[src/rtl/cond_unit.sv]
// ============================================================================
//  Module   : cond_unit
//  Purpose  : Conditional-execution stage: holds NZCV, evaluates the condition
//             field and gates the PC/register/memory write strobes.
//  Revision : 1.0 - initial release
// ============================================================================
`default_nettype none

module cond_unit #(
    parameter logic [3:0] RST_FLAGS = 4'b0000
) (
    input  logic       clk_i,
    input  logic       rst_i,
    input  logic       en_i,
    input  logic [3:0] cond_i,
    input  logic [3:0] alu_flags_i,
    input  logic [1:0] flag_w_i,
    input  logic       pcs_i,
    input  logic       reg_w_i,
    input  logic       mem_w_i,
    input  logic       no_write_i,
    output logic       pcsrc_o,
    output logic       reg_write_o,
    output logic       mem_write_o,
    output logic       cond_ex_o,
    output logic [3:0] flags_o
);

    logic [1:0] nz_q, nz_d;
    logic [1:0] cv_q, cv_d;
    logic       w_n, w_z, w_c, w_v;
    logic       w_cond_ex;

    assign w_n = nz_q[1];
    assign w_z = nz_q[0];
    assign w_c = cv_q[1];
    assign w_v = cv_q[0];

    // Decoded on the registered flags only, so a flag write is seen next cycle.
    always_comb begin
        w_cond_ex = 1'b0;
        case (cond_i)
            4'b0000: w_cond_ex = w_z;
            4'b0001: w_cond_ex = ~w_z;
            4'b0010: w_cond_ex = w_c;
            4'b0011: w_cond_ex = ~w_c;
            4'b0100: w_cond_ex = w_n;
            4'b0101: w_cond_ex = ~w_n;
            4'b0110: w_cond_ex = w_v;
            4'b0111: w_cond_ex = ~w_v;
            4'b1000: w_cond_ex = w_c & ~w_z;
            4'b1001: w_cond_ex = ~w_c | w_z;
            4'b1010: w_cond_ex = (w_n == w_v);
            4'b1011: w_cond_ex = (w_n != w_v);
            4'b1100: w_cond_ex = ~w_z & (w_n == w_v);
            4'b1101: w_cond_ex = w_z | (w_n != w_v);
            4'b1110: w_cond_ex = 1'b1;
            default: w_cond_ex = 1'b0;
        endcase
    end

    always_comb begin
        nz_d = nz_q;
        cv_d = cv_q;
        if (en_i && w_cond_ex) begin
            if (flag_w_i[1]) nz_d = alu_flags_i[3:2];
            if (flag_w_i[0]) cv_d = alu_flags_i[1:0];
        end
    end

    always_ff @(posedge clk_i) begin
        if (rst_i) begin
            nz_q <= RST_FLAGS[3:2];
            cv_q <= RST_FLAGS[1:0];
        end else begin
            nz_q <= nz_d;
            cv_q <= cv_d;
        end
    end

    // Strobes are deliberately not qualified by en_i; stalls are handled upstream.
    assign cond_ex_o   = w_cond_ex;
    assign pcsrc_o     = pcs_i & w_cond_ex;
    assign reg_write_o = reg_w_i & w_cond_ex & ~no_write_i;
    assign mem_write_o = mem_w_i & w_cond_ex;
    assign flags_o     = {nz_q, cv_q};

endmodule

`default_nettype wire
[config.mk]
export PLATFORM = sky130hd
export DESIGN_NAME = cond_unit
export DESIGN_NICKNAME = d
export VERILOG_FILES = /design/src/rtl/cond_unit.sv
export SDC_FILE = /design/constraint.sdc
export NUM_CORES = 1
export LEC_CHECK = 0
export ABC_AREA = 0
export CAP_MARGIN = 40
export CORE_AREA = 2 2 39 41
export CTS_CLUSTER_DIAMETER = 120
export DETAILED_ROUTE_END_ITERATION = 6
export DIE_AREA = 0 0 41 43
export HOLD_SLACK_MARGIN = 0.03
export PLACE_DENSITY = 0.82
export SKIP_CTS_REPAIR_TIMING = 1
export SLEW_MARGIN = 10
export SYNTH_ARGS = -nofsm -noshare
export SYNTH_HDL_FRONTEND = slang
export SYNTH_SLANG_ARGS = --single-unit
export TNS_END_PERCENT = 50
[constraint.sdc]
create_clock -name clk_i -period 4.7 [get_ports clk_i]
set_input_delay 0.94 -clock clk_i [delete_from_list [all_inputs] [get_ports clk_i]]
set_output_delay 0.94 -clock clk_i [all_outputs]
set_load 0.03 [all_outputs]
Yosys cells after proc, flatten, opt, wreduce, memory -nomap -nowiden
Index checks and enable logic that the tools add are counted.

Input port bits: 17. Output and inout port bits: 8. Register bits after elaboration: 4. Word-level logic and storage cells: 36.

Multiplexer cells: 1. Reduce and logical (&&, ||, !) cells: 4. Equality and inequality tests: 16. Bitwise gates (word level): 13.

Operators with widths (number): 4-bit equality test (second input constant) (7); 4-bit by 3-bit equality test with 1-bit output (second input constant) (4); 1-bit one-hot mux with 15 select lines (1); 4-bit by 2-bit equality test with 1-bit output (second input constant) (2); 1-bit AND (6); 1-bit inverter (5); 4-bit by 1-bit equality test with 1-bit output (second input constant) (1); 4-bit zero test (1); 2-bit AND reduction (2); 1-bit bitwise OR (2); 1-bit equality test (1); 1-bit logical AND (1); 1-bit != test (1).

Logic depth before layout (Yosys ltp)
Depth in word-level cells: 5. Depth in mapped cells: 6. Mapped depth without buffers: 5.

Worst setup path after synthesis
No wires, ideal clock.

Kind: in2out. Start point: input port cond_i[0]. End point: output port reg_write_o. Cell stages on the path: 6. Path slack: 1.320 ns. Buffers on the path: 1. Data required time: 3.760 ns. Data arrival time: 2.440 ns. Path through: buf_6 and2b_2 o21a_1 o31ai_2 nand3_1 and3b_1.

Cells in the longest elaborated chain, start to end: 4. Elaborated cells on any way between the ends: 18. Classes of those cells: eq/ne (14); mux (1); bitwise (2); reduce/logical (1).

RTL lines: from (decl) (RTL line 15) `input logic [3:0] cond_i,`; 4-bit equality test, or another cell as far along (RTL line 42) `case (cond_i)`; 1-bit one-hot mux with 15 select lines * (RTL line 42); named net cond_ex_o (RTL line 25) `output logic cond_ex_o,`; 1-bit AND * (2 in a row) (RTL line 84) `assign reg_write_o = reg_w_i & w_cond_ex & ~no_write_i;`; to (decl) (RTL line 23) `output logic reg_write_o,`.

Mark *: on every way through the listed nets, which the timed path passes. The rest lies on a longest branch.

Final worst setup path
Start point: input port cond_i[0]. End point: output port reg_write_o.

Cells in the longest elaborated chain, start to end: 4. Elaborated cells on any way between the ends: 18. Classes of those cells: eq/ne (14); mux (1); bitwise (2); reduce/logical (1).

RTL lines (RTL line): 4-bit equality test, or another cell as far along (42); 1-bit one-hot mux with 15 select lines * (42); 1-bit AND * (2 in a row) (84).

Mark *: on every way between the ends. The rest lies on a longest branch, timed or not.

==> impl_metrics.json <==
{
  "status": "complete, no violations",
  "cts_buffers": 3,
  "crit_fanout": 12,
  "yosysMostFrequentCell": "nand2b_1",
  "cp_top_family": "buffers and inverters",
  "holdPathStages": 2,
  "p_leak_nw": 0.262,
  "synth_cell_types": 26,
  "timing.final.crit_share": 0.918,
  "crit_chain": "clkdlybuf4s50_1, and2b_2, o31a_1, o31ai_2, nand3_1, and3b_1, clkdlybuf4s50_1",
  "worstSetupPathType": "input pin to output port",
  "cts_sinks": 4,
  "gp_congestion": 0.685,
  "place_hpwl_um": 868,
  "synth_ff_type": "dfxtp_1",
  "die_h_um": 43,
  "synth_top_cell_by_area": "dfxtp_1",
  "setup_viol": 0,
  "h-tree-depth": 1,
  "setup_tns_ns": 0,
  "cpMostUsedCell": "clkdlybuf4s50_1",
  "max_stage_delay_ns": 0.68,
  "fillers": 151,
  "via_per_inst": 5.04,
  "placementRows": 14,
  "hold_path_class": "register to register",
  "io_buffers": 24,
  "clockRootBuffer": "clkbuf_4",
  "first_global_vias": 433,
  "start_util": 0.314,
  "rsz0062_at_grt": "false",
  "drive_gt1_frac": 0.104,
  "worstMarginPinSlew_ns": 0.436,
  "gr-total-overflow": 0,
  "required_ns": 3.76,
  "cap_violations": 0,
  "cp_num_buf_inv": 2,
  "worst_setup_path_start_kind": "input pin",
  "irDropWorstVdd_mv": 0.100,
  "core_area_sq_mm": 0.00138,
  "min_period_ns": 4.31,
  "async_flop_share": 0,
  "antenna_found_initial": 0,
  "slowest_stage": "clkdlybuf4s50_1",
  "num_antenna_cells": 0,
  "synth_enable_flop_cells": 0,
  "nets": 96,
  "synth_top_area_frac": 0.184,
  "hold_violations": 0,
  "ff2ff_path_depth": 5,
  "grt_pass1_wl_um": 1680,
  "dp.cells": 90,
  "yosys-top-cells-count": "nand2b_1, mux2i_1, dfxtp_1, nand2_1",
  "ioPinCount": 25,
  "fp.dieW_um": 41,
  "total_power_uw": 137,
  "via_count": 469,
  "slew_headroom": 0.705,
  "postRouteAntennaNets": 0,
  "finalWorstSetupSlack_ns": 0.387,
  "mappedNetlistArea_sq_um": 434,
  "drc": 0,
  "synth.avg_cell_area_sq_um": 8.51,
  "final_cells": 93,
  "synth_area_leaders": "dfxtp_1, mux2i_1, nand2b_1",
  "synth.yosys.seq_area_share": 0.184,
  "cts_tree": "built",
  "grt.total_usage": 0.137,
  "yosys_warnings": 0,
  "path_clk_slew_ns": 0.03,
  "slew_violations": 0,
  "grt_max_degree": 13,
  "dr.first_iter.drc_count": 6,
  "drt_wl_total_um": 1070,
  "fmax_mhz": 232,
  "clock_skew_ns": 0.00415,
  "syn_nets": 68,
  "clock_latency_ns": 0.23,
  "fin_util": 0.510,
  "cp-end-kind": "output port",
  "synth_seq_cells": 4,
  "clockBufferDepth": 2,
  "die-area_sq_mm": 0.00176,
  "dpl_worst_slack_ns": 0.384,
  "crit_cells": 7,
  "synth_cells": 51,
  "crit_arrival_ns": 3.37,
  "area_growth_pct": 62.5,
  "power_density_mw_per_mm2": 193,
  "dr.pass1.iters": 4,
  "wire_per_inst_um": 11.5
}
worst paths after layout:
check | start | to | slack, ns
hold reg to reg | nz_q[1]$_SDFFE_PP0P_ | nz_q[1]$_SDFFE_PP0P_ | 0.57
setup reg to reg | nz_q[1]$_SDFFE_PP0P_ | cv_q[1]$_SDFFE_PP0P_ | 3.04
hold / removal | nz_q[1]$_SDFFE_PP0P_ | nz_q[1]$_SDFFE_PP0P_ | 0.57
setup / recovery | cond_i[0] | reg_write_o | 0.39
logic make-up after synthesis:
family,count (synthesis),synth area share
flip-flops,4,0.184
multiplexers,5,0.115
buffers and inverters,1,0.0259
XOR/XNOR,3,0.0605
AO/OA/AOI/OAI,10,0.179
AND/OR/NAND/NOR,28,0.435
worst register-to-register path, cell delays in order (launching register included):
cell     delay [ns]
dfxtp_1        0.36
or3b_1         0.41
a21oi_2        0.17
o31ai_2        0.09
a31oi_1        0.34
mux2i_1        0.22
layout make-up:
cell class | instances | area (sq um) | area share
Multi-Input combinational cell | 46 | 343 | 0.486
Timing Repair Buffer | 24 | 240 | 0.340
Sequential cell | 4 | 80.1 | 0.113
Clock buffer | 3 | 22.5 | 0.0319
Tap cell | 16 | 20.0 | 0.0284
flip-flops by register name (all words and copies together), names as in the netlist:
signal,count
nz_q,2
cv_q,2
metrics by stage:
step	instance area, sq um	hold slack (ns)
2_1_floorplan	434	0.659
3_3_place_gp	683	0.567
3_5_place_dp	683	0.582
4_1_cts	706	0.587
5_1_grt	706	0.625
6_report	706	0.573
metal layers:
| metal | GRT usage | wire, um |
|---|---|---|
| met1 | 0.166 | 468 |
| met4 | 0.0800 | 0 |
| met5 | 0 | 0 |
| met2 | 0.219 | 542 |
| met3 | 0.0157 | 59 |
cell usage in the layout (no fill, tap or decap), types with 3 or more instances in the layout:
cell,count
or2b_1,3
nand2b_1,7
mux2i_1,5
clkdlybuf4s50_1,24
dfxtp_1,4
nand2_1,4
clkbuf_4,3
a31oi_1,3
where the power goes:
part | switching [mW] | internal (mW)
clock | 0.0138 | 0.0285
sequential | 0.00240 | 0.0356
combinational | 0.0251 | 0.0310
total | 0.0413 | 0.0952
No activity file was read; power rests on OpenSTA's default activity.
